`config.mk`:
```
export PLATFORM = sky130hd
export DESIGN_NAME = interrupt_controller_flat
export DESIGN_NICKNAME = d
export VERILOG_FILES = /design/src/rtl/interrupt_controller_pkg.sv /design/src/rtl/interrupt_controller_if.sv /design/src/rtl/interrupt_controller_prio_enc.sv /design/src/rtl/interrupt_controller.sv /design/src/flat_wrapper.sv
export SDC_FILE = /design/constraint.sdc
export NUM_CORES = 1
export LEC_CHECK = 0
export CAP_MARGIN = 20
export CORE_MARGIN = 5
export CORE_UTILIZATION = 39
export DETAILED_ROUTE_END_ITERATION = 10
export GPL_TIMING_DRIVEN = 1
export PLACE_DENSITY = 0.76
export SLEW_MARGIN = 15
export SYNTH_ARGS = -nofsm -noshare
export SYNTH_HDL_FRONTEND = slang
export SYNTH_SLANG_ARGS = --single-unit
```
`constraint.sdc`:
```
create_clock -name clk -period 1.7 [get_ports clk]
set_input_delay 0.17 -clock clk [delete_from_list [all_inputs] [get_ports clk]]
set_output_delay 0.17 -clock clk [all_outputs]
set_load 0.05 [all_outputs]
```
`src/rtl/interrupt_controller_pkg.sv`:
```
`default_nettype none
// ============================================================================
// Module      : simplerisc_irq_pkg
// Description : Shared definitions for the interrupt controller: FSM state
//               encoding, request-index width, default vector table layout
//               and the vector-address helper.
// Config      : none (IRQ_EDGE_EN affects interrupt_controller only)
// Revision    : 1.0 - initial release
// ============================================================================
package simplerisc_irq_pkg;

    // Width of a request index; 4 bits covers up to 16 request lines.
    localparam int IRQ_ID_W = 4;

    typedef logic [1:0] irq_state_t;

    localparam irq_state_t ST_IDLE    = 2'd0;
    localparam irq_state_t ST_TAKE    = 2'd1;
    localparam irq_state_t ST_SERVICE = 2'd2;
    localparam irq_state_t ST_RETURN  = 2'd3;

    localparam logic [31:0] C_ISR_BASE_DEFAULT   = 32'h0000_0100;
    localparam logic [31:0] C_ISR_STRIDE_DEFAULT = 32'h0000_0010;

    // Vector address of ISR <id>; wraps modulo 2^32 by construction.
    function automatic logic [31:0] isr_vector(
        input logic [31:0]         base,
        input logic [31:0]         stride,
        input logic [IRQ_ID_W-1:0] id
    );
        return base + stride * {{(32-IRQ_ID_W){1'b0}}, id};
    endfunction

endpackage
`default_nettype wire

```
`src/rtl/interrupt_controller_if.sv`:
```
`default_nettype none
// ============================================================================
// Module      : interrupt_controller_if
// Description : Bundle between the CPU fetch/decode side (master) and the
//               interrupt controller (slave).
//   master drives : irq_req, irq_mask, pc, add_stall, reti
//   slave drives  : interrupt, pc_isr, epc, irq_ack, irq_active, active_id
// Revision    : 1.0 - initial release
// ============================================================================
interface interrupt_controller_if
    import simplerisc_irq_pkg::*;
#(
    parameter int NUM_IRQ = 4
);
    logic [NUM_IRQ-1:0]  irq_req;
    logic [NUM_IRQ-1:0]  irq_mask;
    logic [31:0]         pc;
    logic                add_stall;
    logic                reti;
    logic                interrupt;
    logic [31:0]         pc_isr;
    logic [31:0]         epc;
    logic [NUM_IRQ-1:0]  irq_ack;
    logic                irq_active;
    logic [IRQ_ID_W-1:0] active_id;

    modport master (
        output irq_req, irq_mask, pc, add_stall, reti,
        input  interrupt, pc_isr, epc, irq_ack, irq_active, active_id
    );

    modport slave (
        input  irq_req, irq_mask, pc, add_stall, reti,
        output interrupt, pc_isr, epc, irq_ack, irq_active, active_id
    );
endinterface
`default_nettype wire

```
`src/rtl/interrupt_controller_prio_enc.sv`:
```
`default_nettype none
// ============================================================================
// Module      : irq_prio_enc
// Description : Combinational lowest-index-wins priority encoder.
//   i_req   in  NUM_IRQ   request vector, bit 0 highest priority
//   o_valid out 1         any request set
//   o_idx   out IRQ_ID_W  index of the lowest set bit (0 when none)
// Revision    : 1.0 - initial release
// ============================================================================
module irq_prio_enc
    import simplerisc_irq_pkg::*;
#(
    parameter int NUM_IRQ = 4
) (
    input  wire [NUM_IRQ-1:0]  i_req,
    output logic               o_valid,
    output logic [IRQ_ID_W-1:0] o_idx
);

    always_comb begin
        o_valid = |i_req;
        o_idx   = '0;
        // Scan high to low so the last (lowest) set bit wins.
        for (int i = NUM_IRQ - 1; i >= 0; i--) begin
            if (i_req[i]) begin
                o_idx = IRQ_ID_W'(i);
            end
        end
    end

endmodule
`default_nettype wire

```
`src/rtl/interrupt_controller.sv`:
```
`default_nettype none
// ============================================================================
// Module      : interrupt_controller
// Description : Prioritising interrupt controller sequencing the fetch PC
//               between normal flow, ISR entry and ISR return.
//   clk  in   system clock, rising edge
//   rst  in   asynchronous, active-low reset
//   bus  slave modport of interrupt_controller_if
//        (irq_req/irq_mask/pc/add_stall/reti in;
//         interrupt/pc_isr/epc/irq_ack/irq_active/active_id out)
// Config      : IRQ_EDGE_EN - when defined, requests are rising-edge
//               detected and latched in a pending register; otherwise the
//               pending set is the request level itself.
// Revision    : 1.0 - initial release
// ============================================================================
module interrupt_controller
    import simplerisc_irq_pkg::*;
#(
    parameter int          NUM_IRQ    = 4,
    parameter logic [31:0] ISR_BASE   = C_ISR_BASE_DEFAULT,
    parameter logic [31:0] ISR_STRIDE = C_ISR_STRIDE_DEFAULT
) (
    input wire                    clk,
    input wire                    rst,
    interrupt_controller_if.slave bus
);

    irq_state_t          r_state;
    logic [NUM_IRQ-1:0]  w_pending;
    logic [NUM_IRQ-1:0]  w_eligible;
    logic [NUM_IRQ-1:0]  w_ack;
    logic [NUM_IRQ-1:0]  r_sel;
    logic                w_win_valid;
    logic [IRQ_ID_W-1:0] w_win_idx;
    logic                r_interrupt;
    logic                r_active;
    logic [31:0]         r_pc_isr;
    logic [31:0]         r_epc;
    logic [IRQ_ID_W-1:0] r_active_id;

    // The winner's one-hot is registered on entry to TAKE; the stall only
    // gates it, so the ack lands exactly in the cycle the PC takes the
    // redirect and never during a stalled TAKE cycle.
    assign w_ack = (r_state == ST_TAKE && !bus.add_stall) ? r_sel : '0;

`ifdef IRQ_EDGE_EN
    logic [NUM_IRQ-1:0] r_req_d;
    logic [NUM_IRQ-1:0] r_pending;

    // Set wins over clear so an edge coincident with its own ack is kept.
    always_ff @(posedge clk or negedge rst) begin
        if (!rst) begin
            r_req_d   <= '0;
            r_pending <= '0;
        end else begin
            r_req_d   <= bus.irq_req;
            r_pending <= (r_pending & ~w_ack) | (bus.irq_req & ~r_req_d);
        end
    end

    assign w_pending = r_pending;
`else
    // Level mode: the requester holds the line until acked.
    assign w_pending = bus.irq_req;
`endif

    assign w_eligible = w_pending & ~bus.irq_mask;

    irq_prio_enc #(
        .NUM_IRQ (NUM_IRQ)
    ) u_prio_enc (
        .i_req   (w_eligible),
        .o_valid (w_win_valid),
        .o_idx   (w_win_idx)
    );

    always_ff @(posedge clk or negedge rst) begin
        if (!rst) begin
            r_state     <= ST_IDLE;
            r_interrupt <= 1'b0;
            r_pc_isr    <= '0;
            r_epc       <= '0;
            r_sel       <= '0;
            r_active    <= 1'b0;
            r_active_id <= '0;
        end else begin
            case (r_state)
                ST_IDLE: begin
                    // Winner is frozen here; later mask changes cannot abort.
                    if (w_win_valid) begin
                        r_state     <= ST_TAKE;
                        r_interrupt <= 1'b1;
                        r_active_id <= w_win_idx;
                        r_sel       <= NUM_IRQ'(1) << w_win_idx;
                        r_pc_isr    <= isr_vector(ISR_BASE, ISR_STRIDE, w_win_idx);
                    end
                end
                ST_TAKE: begin
                    // The stalled PC still fetches from pc, so capture it
                    // only in the accepting cycle.
                    if (!bus.add_stall) begin
                        r_state     <= ST_SERVICE;
                        r_interrupt <= 1'b0;
                        r_epc       <= bus.pc;
                        r_active    <= 1'b1;
                    end
                end
                ST_SERVICE: begin
                    if (bus.reti) begin
                        r_state     <= ST_RETURN;
                        r_interrupt <= 1'b1;
                        r_pc_isr    <= r_epc;
                        r_active    <= 1'b0;
                    end
                end
                ST_RETURN: begin
                    if (!bus.add_stall) begin
                        r_state     <= ST_IDLE;
                        r_interrupt <= 1'b0;
                    end
                end
                default: begin
                    r_state <= ST_IDLE;
                end
            endcase
        end
    end

    assign bus.interrupt  = r_interrupt;
    assign bus.pc_isr     = r_pc_isr;
    assign bus.epc        = r_epc;
    assign bus.irq_ack    = w_ack;
    assign bus.irq_active = r_active;
    assign bus.active_id  = r_active_id;

endmodule
`default_nettype wire

```
`src/flat_wrapper.sv`:
```
// flat-port wrapper written by rule: the top's interface ports become plain ports
module interrupt_controller_flat import simplerisc_irq_pkg::*;
#(
    parameter int          NUM_IRQ    = 4,
    parameter logic [31:0] ISR_BASE   = C_ISR_BASE_DEFAULT,
    parameter logic [31:0] ISR_STRIDE = C_ISR_STRIDE_DEFAULT
)
  (clk, rst, bus_irq_req, bus_irq_mask, bus_pc, bus_add_stall, bus_reti, bus_interrupt, bus_pc_isr, bus_epc, bus_irq_ack, bus_irq_active, bus_active_id);
  interrupt_controller_if #(.NUM_IRQ(NUM_IRQ)) bus_i ();
  input wire clk;
  input wire rst;
  input wire logic [$bits(bus_i.irq_req)-1:0] bus_irq_req;
  input wire logic [$bits(bus_i.irq_mask)-1:0] bus_irq_mask;
  input wire logic [$bits(bus_i.pc)-1:0] bus_pc;
  input wire logic [$bits(bus_i.add_stall)-1:0] bus_add_stall;
  input wire logic [$bits(bus_i.reti)-1:0] bus_reti;
  output wire logic [$bits(bus_i.interrupt)-1:0] bus_interrupt;
  output wire logic [$bits(bus_i.pc_isr)-1:0] bus_pc_isr;
  output wire logic [$bits(bus_i.epc)-1:0] bus_epc;
  output wire logic [$bits(bus_i.irq_ack)-1:0] bus_irq_ack;
  output wire logic [$bits(bus_i.irq_active)-1:0] bus_irq_active;
  output wire logic [$bits(bus_i.active_id)-1:0] bus_active_id;
  assign bus_i.irq_req = bus_irq_req;
  assign bus_i.irq_mask = bus_irq_mask;
  assign bus_i.pc = bus_pc;
  assign bus_i.add_stall = bus_add_stall;
  assign bus_i.reti = bus_reti;
  assign bus_interrupt = bus_i.interrupt;
  assign bus_pc_isr = bus_i.pc_isr;
  assign bus_epc = bus_i.epc;
  assign bus_irq_ack = bus_i.irq_ack;
  assign bus_irq_active = bus_i.irq_active;
  assign bus_active_id = bus_i.active_id;
  interrupt_controller #(.NUM_IRQ(NUM_IRQ), .ISR_BASE(ISR_BASE), .ISR_STRIDE(ISR_STRIDE)) u_core (.clk(clk), .rst(rst), .bus(bus_i));
endmodule
```
**Yosys cells after proc, flatten, opt, wreduce, memory -nomap -nowiden**

Index checks and enable logic that the tools add are counted.

- Input bits: 44
- Word-level logic and storage cells: 53
- Flip-flop bits (word level): 76
- Output and inout port bits: 74

- Eq/ne operators: 8
- Shift-type cells: 1
- Reduce and logical (&&, ||, !) cells: 13
- Bitwise logic cells: 3
- Muxes and demuxes: 20
- Add/subtract/negate cells: 1

Operator list:

| operator | number |
|---|---|
| 2-to-1 mux 32 bit | 2 |
| case mux 32 bit (2 select lines) | 1 |
| 2-to-1 mux 4 bit | 4 |
| adder 9 x 8 -> 10 bit, first input constant | 1 |
| 2-to-1 mux 2 bit | 5 |
| != test 2 bit, second input constant | 5 |
| AND reduction 3 bit | 3 |
| case mux 2 bit (4 select lines) | 1 |
| 2-to-1 mux 1 bit | 5 |
| AND 4 bit | 1 |
| == test 2 bit, second input constant | 2 |
| NOT 4 bit | 1 |
| AND reduction 2 bit | 2 |
| AND reduction 4 bit | 1 |
| nonzero test 2 bit | 2 |
| OR reduction 4 bit | 1 |
| << shifter 1 x 4 -> 4 bit, first input constant | 1 |
| case mux 1 bit (3 select lines) | 1 |
| == test 2 x 1 -> 1 bit, second input constant | 1 |
| logical NOT 2 bit | 1 |
| case mux 1 bit (2 select lines) | 1 |
| OR reduction 2 bit | 1 |
| logical AND 1 bit | 1 |
| logical NOT 1 bit | 1 |
| NOT 1 bit | 1 |

**Logic depth before layout (Yosys ltp)**

Gate-level depths: netlist (run 1).

- Depth after elaboration: 9
- Mapped depth: 8
- Gate-level depth less buffers: 6

**Hierarchy**

Synthesis (run 1) repeated with hierarchy kept, for this count alone.

- Cells, all modules: 217
- Area total of the unflattened synthesis: 3,081.7 um^2

Modules (own cells, without submodules):

| module | seq. area each (um^2) | area each (um^2) | cells each | times used |
|---|---|---|---|---|
| interrupt_controller | 1,901.8 | 3,027.9 | 207 | 1 |
| irq_prio_enc | 0.0 | 53.8 | 10 | 1 |

**Worst setup path after synthesis (run 1)**

No wires, ideal clock.

- Path kind: flip-flop to output port
- From: register u_core.r_state[1]
- To: output bus_irq_ack[0]
- Arrival time: 1.607 ns
- Cell stages (with the launch flop): 7
- Path slack: -0.077 ns
- Buffers on the path: 2
- Required time: 1.530 ns
- Path through: dfrtp_1 inv_1 ha_1 nor2b_1 buf_2 buf_2 and2_1

- Word-level cells in the longest chain between the ends: 3

Ends and longest elaborated chain:

| what | RTL line | RTL |
|---|---|---|
| start, declared | interrupt_controller.sv:28 | `irq_state_t r_state;` |
| start signal, assigned | interrupt_controller.sv:79 | `r_state <= ST_IDLE;` |
| start signal, assigned | interrupt_controller.sv:91 | `r_state <= ST_TAKE;` |
| start signal, assigned | interrupt_controller.sv:102 | `r_state <= ST_SERVICE;` |
| == test 2 x 1 -> 1 bit | interrupt_controller.sv:44 | `assign w_ack = (r_state == ST_TAKE && !bus.add_stall) ? r_sel : '0;` |
| logical AND 1 bit | interrupt_controller.sv:44 |  |
| 2-to-1 mux 4 bit | interrupt_controller.sv:44 |  |
| end, declared | flat_wrapper.sv:20 | `output wire logic [$bits(bus_i.irq_ack)-1:0] bus_irq_ack;` |

No other way between the ends.

**Worst setup path in the final report (run 1)**

- From: register u_core.r_state[0]
- To: register u_core.r_pc_isr[12], in the netlist u_core.bus.pc_isr[12]

- Word-level cells in the longest chain between the ends: 3
- Elaborated cells on any way between the ends: 7
- Those cells by class: eq/ne: 3; mux: 1; reduce/logical: 3

Ends and longest elaborated chain:

| what | RTL line | RTL |
|---|---|---|
| == test 2 bit or logical NOT 2 bit (tied branches) | interrupt_controller.sv:87 | `case (r_state)` |
| != test 2 bit (no line) or nonzero test 2 bit (tied branches) | - |  |
| AND reduction 3 bit (no line) | - |  |
| end signal, assigned | interrupt_controller.sv:95 | `r_pc_isr <= isr_vector(ISR_BASE, ISR_STRIDE, w_win_idx);` |
| end signal, assigned | interrupt_controller.sv:112 | `r_pc_isr <= r_epc;` |
| end, declared | interrupt_controller.sv:37 | `logic [31:0] r_pc_isr;` |

Parallel ways exist; a longest one is shown, timed or not.
A chain may end at the register's enable or synchronous reset.

==> results by group, run 1 <==
Floorplan
  – Initial Util: 0.395
  – Row cnt: 32
  – Die Height: 98.0 um
  – Top-Level Pins: 118
  – Die X: 98.0 um
  – Die area: 9600 um^2
  – Core area: 7650 um^2

Final layout
  – Area growth syn-to-layout: 54.4%
  – Area of the multi-input gates: 1110 um^2
  – # fillers: 646
  – Fin nets: 406
  – Post-layout util: 0.610
  – Ratio of cells with drive above 1 in the final layout: 0.312
  – Reg area: 1850 um^2
  – N_diodes: 0

Setup path
  – Worst setup SP type: flip-flop
  – RR Endpoint: u_core.bus.pc_isr[12]$_DFFE_PN0P_
  – Critical path launch point: u_core.r_state[0]$_DFFE_PN0P_
  – Worst path required time: 1920 ps
  – CP cell instances: inv_1 -> ha_2 -> nand2b_1 -> o21ai_0 -> a21o_2 -> buf_12 -> a22o_1
  – Endpoint class of the critical path: flip-flop
  – R2R cell count: 7
  – Crit path to: u_core.bus.pc_isr[12]$_DFFE_PN0P_
  – Reg2reg setup slack: -9 ps
  – Crit-path slowest cell: dfrtp_1
  – Crit-path max FO: 30
  – Worst r2r src: u_core.r_state[0]$_DFFE_PN0P_
  – Worst Path Arrival: 1930 ps
  – Largest stage delay on the critical path: 420 ps
  – Crit Path Class: flip-flop to flip-flop

Clock network
  – Max Root-Sink Buffers: 2
  – Clock Root Buffer: clkbuf_8
  – CTS tree: built
  – Cts bufs inserted: 9
  – Clock transition at path regs: 80 ps
  – CTS sink cnt: 74
  – Worst skew pair latency: 340 ps
  – # H-tree levels: 3

Synthesis
  – Synth warn: 0
  – Synth Register Bits: 74
  – Synth cell types: 29
  – Mapped cell area: 3020 um^2
  – Post-synthesis sequential area ratio: 0.613
  – Mapped Avg Cell Area: 13.9 um^2
  – Post-synthesis cell count: 218

Power
  – Tot Pwr: 9970 uW
  – PwrDens: 2140 nW/um^2
  – Peak supply drop: 1.02 mV
  – Leak: 0.00225 uW

GRT
  – Grt total ovfl: 0
  – Vias in the first global route: 2348
  – All-Layer GR Usage: 0.151
  – M3 GR Usage: 0.0507
  – M1 GR Usage: 0.181
  – Largest net degree at the start of global routing: 41
  – Met2 GRT Util: 0.250
  – First-pass GRT wire length: 11500 um
  – Initial antenna violation count: 0
  – Top Usage Layer GRT: met2

STA
  – Max-slew headroom: 0.655
  – Setup Skew: 9.08 ps
  – Final hold viol count: 0
  – Worst hold slack: 326 ps
  – Slew of the pin with the lowest slew margin: 517 ps
  – Final setup viols: 5
  – Final setup TNS: -17.3 ps
  – Pins over their slew limit: 0
  – Final Worst Setup Slack: -8.55 ps
  – Part of the cycle the worst path needs: 1.01
  – Final min period: 1710 ps
  – RSZ-0062 raised after global routing: yes
  – F_max: 0.585 GHz

Run status
  – Failing checks: setup timing
  – Status: finished with violations

Drt
  – Drt pass-1 iters: 4
  – Post-route ant nets: 0
  – DRT iter0 DRCs: 65
  – Vias per inst: 4.87
  – # DRC: 0
  – Wire length per cell: 15.7 um
  – WL final: 7300 um
  – Vias: 2259

Flow run
  – Max Cap Violations: 0

Place
  – Gpl congestion: 0.736
  – DP Wirelength: 5400 um
  – Count of input and output buffers: 115

Hold path
  – Class of the worst hold path: input port to asynchronous set/reset pin
-- critical path, delay by kind of cell (launching register included) --
family | cells | cell delay, ps
compound gates | 3 | 560
fa+ha+maj | 1 | 230
buf+inv | 2 | 300
flops | 1 | 420
simple gates | 1 | 90
-- cell families (layout without fill, tap and decap cells) --
family / after synthesis / in the layout / synth area share
buf+inv: 19 / 162 / 0.0327
fa+ha+maj: 5 / 5 / 0.0207
simple gates: 33 / 33 / 0.0663
flops: 74 / 74 / 0.613
mux: 35 / 35 / 0.130
compound gates: 51 / 51 / 0.136
other cells: 1 / 2 / 0.00124
-- cell usage in the layout (no fill, tap or decap), types with 2 or more instances in the layout --
| cell type | instances |
|---|---|
| and2_4 | 4 |
| a22o_1 | 32 |
| dfrtp_1 | 74 |
| bufinv_16 | 2 |
| dlygate4sd2_1 | 46 |
| buf_12 | 8 |
| nand2_1 | 12 |
| clkbuf_8 | 9 |
| mux2_1 | 3 |
| nor2_1 | 4 |
| nor2b_4 | 3 |
| buf_4 | 41 |
| conb_1 | 2 |
| clkinvlp_4 | 2 |
| mux2_2 | 31 |
| a21oi_2 | 2 |
| buf_6 | 2 |
| ha_1 | 3 |
| nand2b_1 | 5 |
| a32o_1 | 2 |
| clkdlybuf4s50_1 | 42 |
| a21oi_1 | 2 |
| inv_1 | 4 |
| o21ai_0 | 8 |
| nand4_1 | 2 |
-- final cells by class --
cell class	instances	area share
Clock inverter	6	0.0190
Sequential cell	74	0.397
Clock buffer	10	0.0274
Multi-Input combinational cell	126	0.239
Timing Repair Buffer	141	0.286
Tap cell	102	0.0274
Inverter	5	0.00402
-- per-layer routing --
metal | share of wire | wire length, um
met2 | 0.49 | 3600
met3 | 0.069 | 502
met1 | 0.42 | 3060
met5 | 0 | 0
met4 | 0.019 | 138
-- cell usage after synthesis, drive strengths merged --
library cell	instances	area [um^2]
a32o	2	20.0
o21ai	8	40.0
nand2b	5	31.3
clkbuf	2	7.51
inv	5	18.8
a221o	1	10.0
a22o	32	280
a22oi	1	7.51
mux2i	1	10.0
a21oi	4	20.0
conb	1	3.75
nand4	2	12.5
nor2b	4	42.6
and2	4	25.0
nor2	4	15.0
nand2	12	45.0
nor4	1	21.3
mux2	34	383
o41ai	1	16.3
o31ai	1	7.51
a21o	1	8.76
ha	5	62.6
and2b	1	7.51
dfrtp	74	1850
buf	12	72.6
-- worst min path at each step --
stage | slack, ps | end | from | cells past startpoint
after detailed placement | 160 | u_core.bus.epc[28]$_DFFE_PN0P_ | rst | 1
final | 330 | u_core.bus.epc[28]$_DFFE_PN0P_ | rst | 2
after CTS | 310 | u_core.bus.epc[27]$_DFFE_PN0P_ | rst | 2
after floorplan | -130 | u_core.bus.active_id[0]$_DFFE_PN0P_ | rst | 0
after global routing | 370 | u_core.bus.epc[28]$_DFFE_PN0P_ | rst | 2
after global placement | 150 | u_core.bus.pc_isr[27]$_DFFE_PN0P_ | rst | 1
-- through the flow --
step | std cells | area (um^2) | worst slack (ps)
after floorplan | 219 | 3030 | 32.9
after global placement | 440 | 4410 | -76.8
after detailed placement | 440 | 4410 | -101
after CTS | 464 | 4650 | -38.4
after global routing | 464 | 4660 | -85.6
final | 464 | 4660 | -8.55
-- where the power goes --
part / internal, uW / switching [uW]
clock network: 829 / 645
registers: 2480 / 485
logic: 1960 / 3570
total: 5270 / 4700
-- sequential cells by signal (all words and copies together) (netlist names) --
name                   cells
u_core.bus.irq_active      1
u_core.r_sel               4
u_core.bus.interrupt       1
u_core.r_state             2
u_core.bus.epc            32
u_core.bus.pc_isr         32
u_core.bus.active_id       2
-- repair_timing --
item                                   in CTS  in global routing
pin swaps                                   4                  2
endpoints found under the hold margin      34                  0
resized for setup                          54                  4
hold buffers                                1                  0
buffers inserted                            7                  0
setup endpoints to repair                  51                 37
No activity file was read; power rests on OpenSTA's default activity.
==> inputs of run 2 (changes only) <==
CORE_ASPECT_RATIO = 0.8   (was not set)
==> results by group, run 2 (synthesis gave the netlist of run 1 again) <==
STA
  – Slew of the pin with the lowest slew margin: 507 ps (was 517 ps)
  – Setup Skew: 5.63 ps (was 9.08 ps)
  – F_max: 0.581 GHz (was 0.585 GHz)
  – Final min period: 1720 ps (was 1710 ps)
  – Final hold viol count: 0 (unchanged)
  – Final Worst Setup Slack: -22.6 ps (was -8.55 ps)
  – Final setup viols: 10 (was 5)
  – Final setup TNS: -79.4 ps (was -17.3 ps)
  – Pins over their slew limit: 0 (unchanged)
  – Max-slew headroom: 0.661 (was 0.655)
  – RSZ-0062 raised after global routing: yes (unchanged)
  – Part of the cycle the worst path needs: 1.01 (about the same)

Power
  – Leak: 0.00240 uW (was 0.00225 uW)
  – Peak supply drop: 1.29 mV (was 1.02 mV)
  – PwrDens: 2210 nW/um^2 (was 2140 nW/um^2)

Drt
  – Drt pass-1 iters: 5 (was 4)
  – Post-route ant nets: 0 (unchanged)
  – Wire length per cell: 17.1 um (was 15.7 um)
  – Vias per inst: 4.93 (was 4.87)
  – Vias: 2327 (was 2259)
  – # DRC: 0 (unchanged)
  – WL final: 8090 um (was 7300 um)
  – DRT iter0 DRCs: 62 (was 65)

Setup path
  – Crit Path Class: flip-flop to primary output (was flip-flop to flip-flop)
  – CP cell instances: inv_2 -> ha_4 -> nor2b_4 -> buf_12 -> and2_4 -> buf_12 (was inv_1 -> ha_2 -> nand2b_1 -> o21ai_0 -> a21o_2 -> buf_12 -> a22o_1)
  – Endpoint class of the critical path: primary output (was flip-flop)
  – Worst path required time: 1530 ps (was 1920 ps)
  – Cell mode on critical path: buf_12
  – Crit-path max FO: 6 (was 30)
  – Worst Path Arrival: 1550 ps (was 1930 ps)
  – CP delay by family, top: flip-flops (was compound AO/OA/AOI/OAI gates)
  – Worst setup SP type: flip-flop (unchanged)
  – Largest stage delay on the critical path: 400 ps (was 420 ps)
  – Buf+Inv Stages, Crit Path: 3 (was 2)
  – Crit-path slowest cell: dfrtp_1 (unchanged)

Floorplan
  – Top-Level Pins: 118 (unchanged)
  – Row cnt: 28 (was 32)
  – Die area: 9620 um^2 (was 9600 um^2)
  – Core area: 7460 um^2 (was 7650 um^2)
  – Initial Util: 0.405 (was 0.395)
  – Die Height: 88.7 um (was 98.0 um)
  – Die X: 108 um (was 98.0 um)

Clock network
  – CTS tree: built (unchanged)
  – Max Root-Sink Buffers: 2 (unchanged)
  – CTS sink cnt: 74 (unchanged)
  – Cts bufs inserted: 9 (unchanged)
  – Worst skew pair latency: 340 ps (about the same)
  – # H-tree levels: 3 (unchanged)
  – Clock transition at path regs: 80 ps (about the same)
  – Clock Root Buffer: clkbuf_8 (unchanged)

Run status
  – Failing checks: setup timing (unchanged)
  – Status: finished with violations (unchanged)

Place
  – Gpl congestion: 0.787 (was 0.736)
  – Count of input and output buffers: 115 (unchanged)
  – DP Wirelength: 5530 um (was 5400 um)
  – Placement Setup Slack: -122 ps (was -101 ps)

GRT
  – All-Layer GR Usage: 0.165 (was 0.151)
  – Initial antenna violation count: 0 (unchanged)
  – Top Usage Layer GRT: met2 (unchanged)
  – Largest net degree at the start of global routing: 32 (was 41)
  – Grt total ovfl: 0 (unchanged)
  – Met2 GRT Util: 0.266 (was 0.250)
  – M1 GR Usage: 0.218 (was 0.181)
  – M3 GR Usage: 0.0503 (was 0.0507)
  – First-pass GRT wire length: 12200 um (was 11500 um)
  – Vias in the first global route: 2375 (was 2348)

Final layout
  – Ratio of cells with drive above 1 in the final layout: 0.351 (was 0.312)
  – # fillers: 581 (was 646)
  – Reg area: 1850 um^2 (about the same)
  – Area of the multi-input gates: 1160 um^2 (was 1110 um^2)
  – Area growth syn-to-layout: 60.6% (was 54.4%)
  – Most frequent cells in the layout: dfrtp_1 (73), buf_4 (48), clkdlybuf4s50_1 (42) (was dfrtp_1 (74), dlygate4sd2_1 (46), clkdlybuf4s50_1 (42))
  – Fin nets: 411 (was 406)
  – Commonest non-fill, non-tap cell in the layout: dfrtp_1 (unchanged)
  – N_diodes: 0 (unchanged)

Hold path
  – Class of the worst hold path: input port to asynchronous set/reset pin (unchanged)

Flow run
  – Max Cap Violations: 0 (unchanged)
run 2: layout make-up:
cell class / count / area share
flip-flops and latches: 74 / 0.382
repair buffers: 146 / 0.299
multi-input cells: 126 / 0.239
well taps: 105 / 0.0271
clock buffers: 10 / 0.0263
clock inverters: 6 / 0.0232
inverters: 5 / 0.00387
run 2: final timing paths:
path	end	slack, ps	from	cells past startpoint
min	u_core.bus.pc_isr[23]$_DFFE_PN0P_	270	rst	2
min reg2reg	u_core.bus.active_id[0]$_DFFE_PN0P_	470	u_core.bus.active_id[0]$_DFFE_PN0P_	2
min in group clk	u_core.bus.epc[8]$_DFFE_PN0P_	390	bus_pc[8]	3
max in group asynchronous	u_core.bus.pc_isr[7]$_DFFE_PN0P_	870	rst	3
max reg2reg	u_core.bus.pc_isr[3]$_DFFE_PN0P_	-10	u_core.r_state[1]$_DFFE_PN0P_	8
max	bus_irq_ack[0]	-20	u_core.r_state[1]$_DFFE_PN0P_	6
run 2: report_power, final:
part | leakage [uW] | switching (uW) | internal [uW]
combinational | 0.00135 | 3770 | 2360
sequential | 0.000925 | 492 | 2490
clock | 0.000121 | 643 | 981
total | 0.00240 | 4910 | 5830
run 2: repair_timing:
action,in CTS,in global routing
buffers inserted,8,1
gates cloned,1,3
endpoints found under the setup margin,60,67
hold buffers,1,0
endpoints found under the hold margin,25,0
pin swaps,4,16
resized for setup,44,18
run 2: through the flow:
step	instances	hold slack, ps	util	total power, uW	cell area, um^2
final	472	271	0.650	10700	4850
after global routing	472	296	0.650	11300	4850
after CTS	468	270	0.632	10400	4710
after detailed placement	442	103	0.589	8740	4390
after global placement	442	101	0.589	8630	4390
after floorplan	219	-126	-	6720	3030
run 2: routing by layer:
metal	vias to the layer above	routed length, um
li1	1078	-
met5	-	0
met4	0	65
met2	92	3820
met1	1150	3600
met3	7	602
==> inputs of run 3 (changes only) <==
SLEW_MARGIN = 30   (was 15)
==> results of run 3 <==
No change in the layout: final DEF, timing and power equal those of run 2.
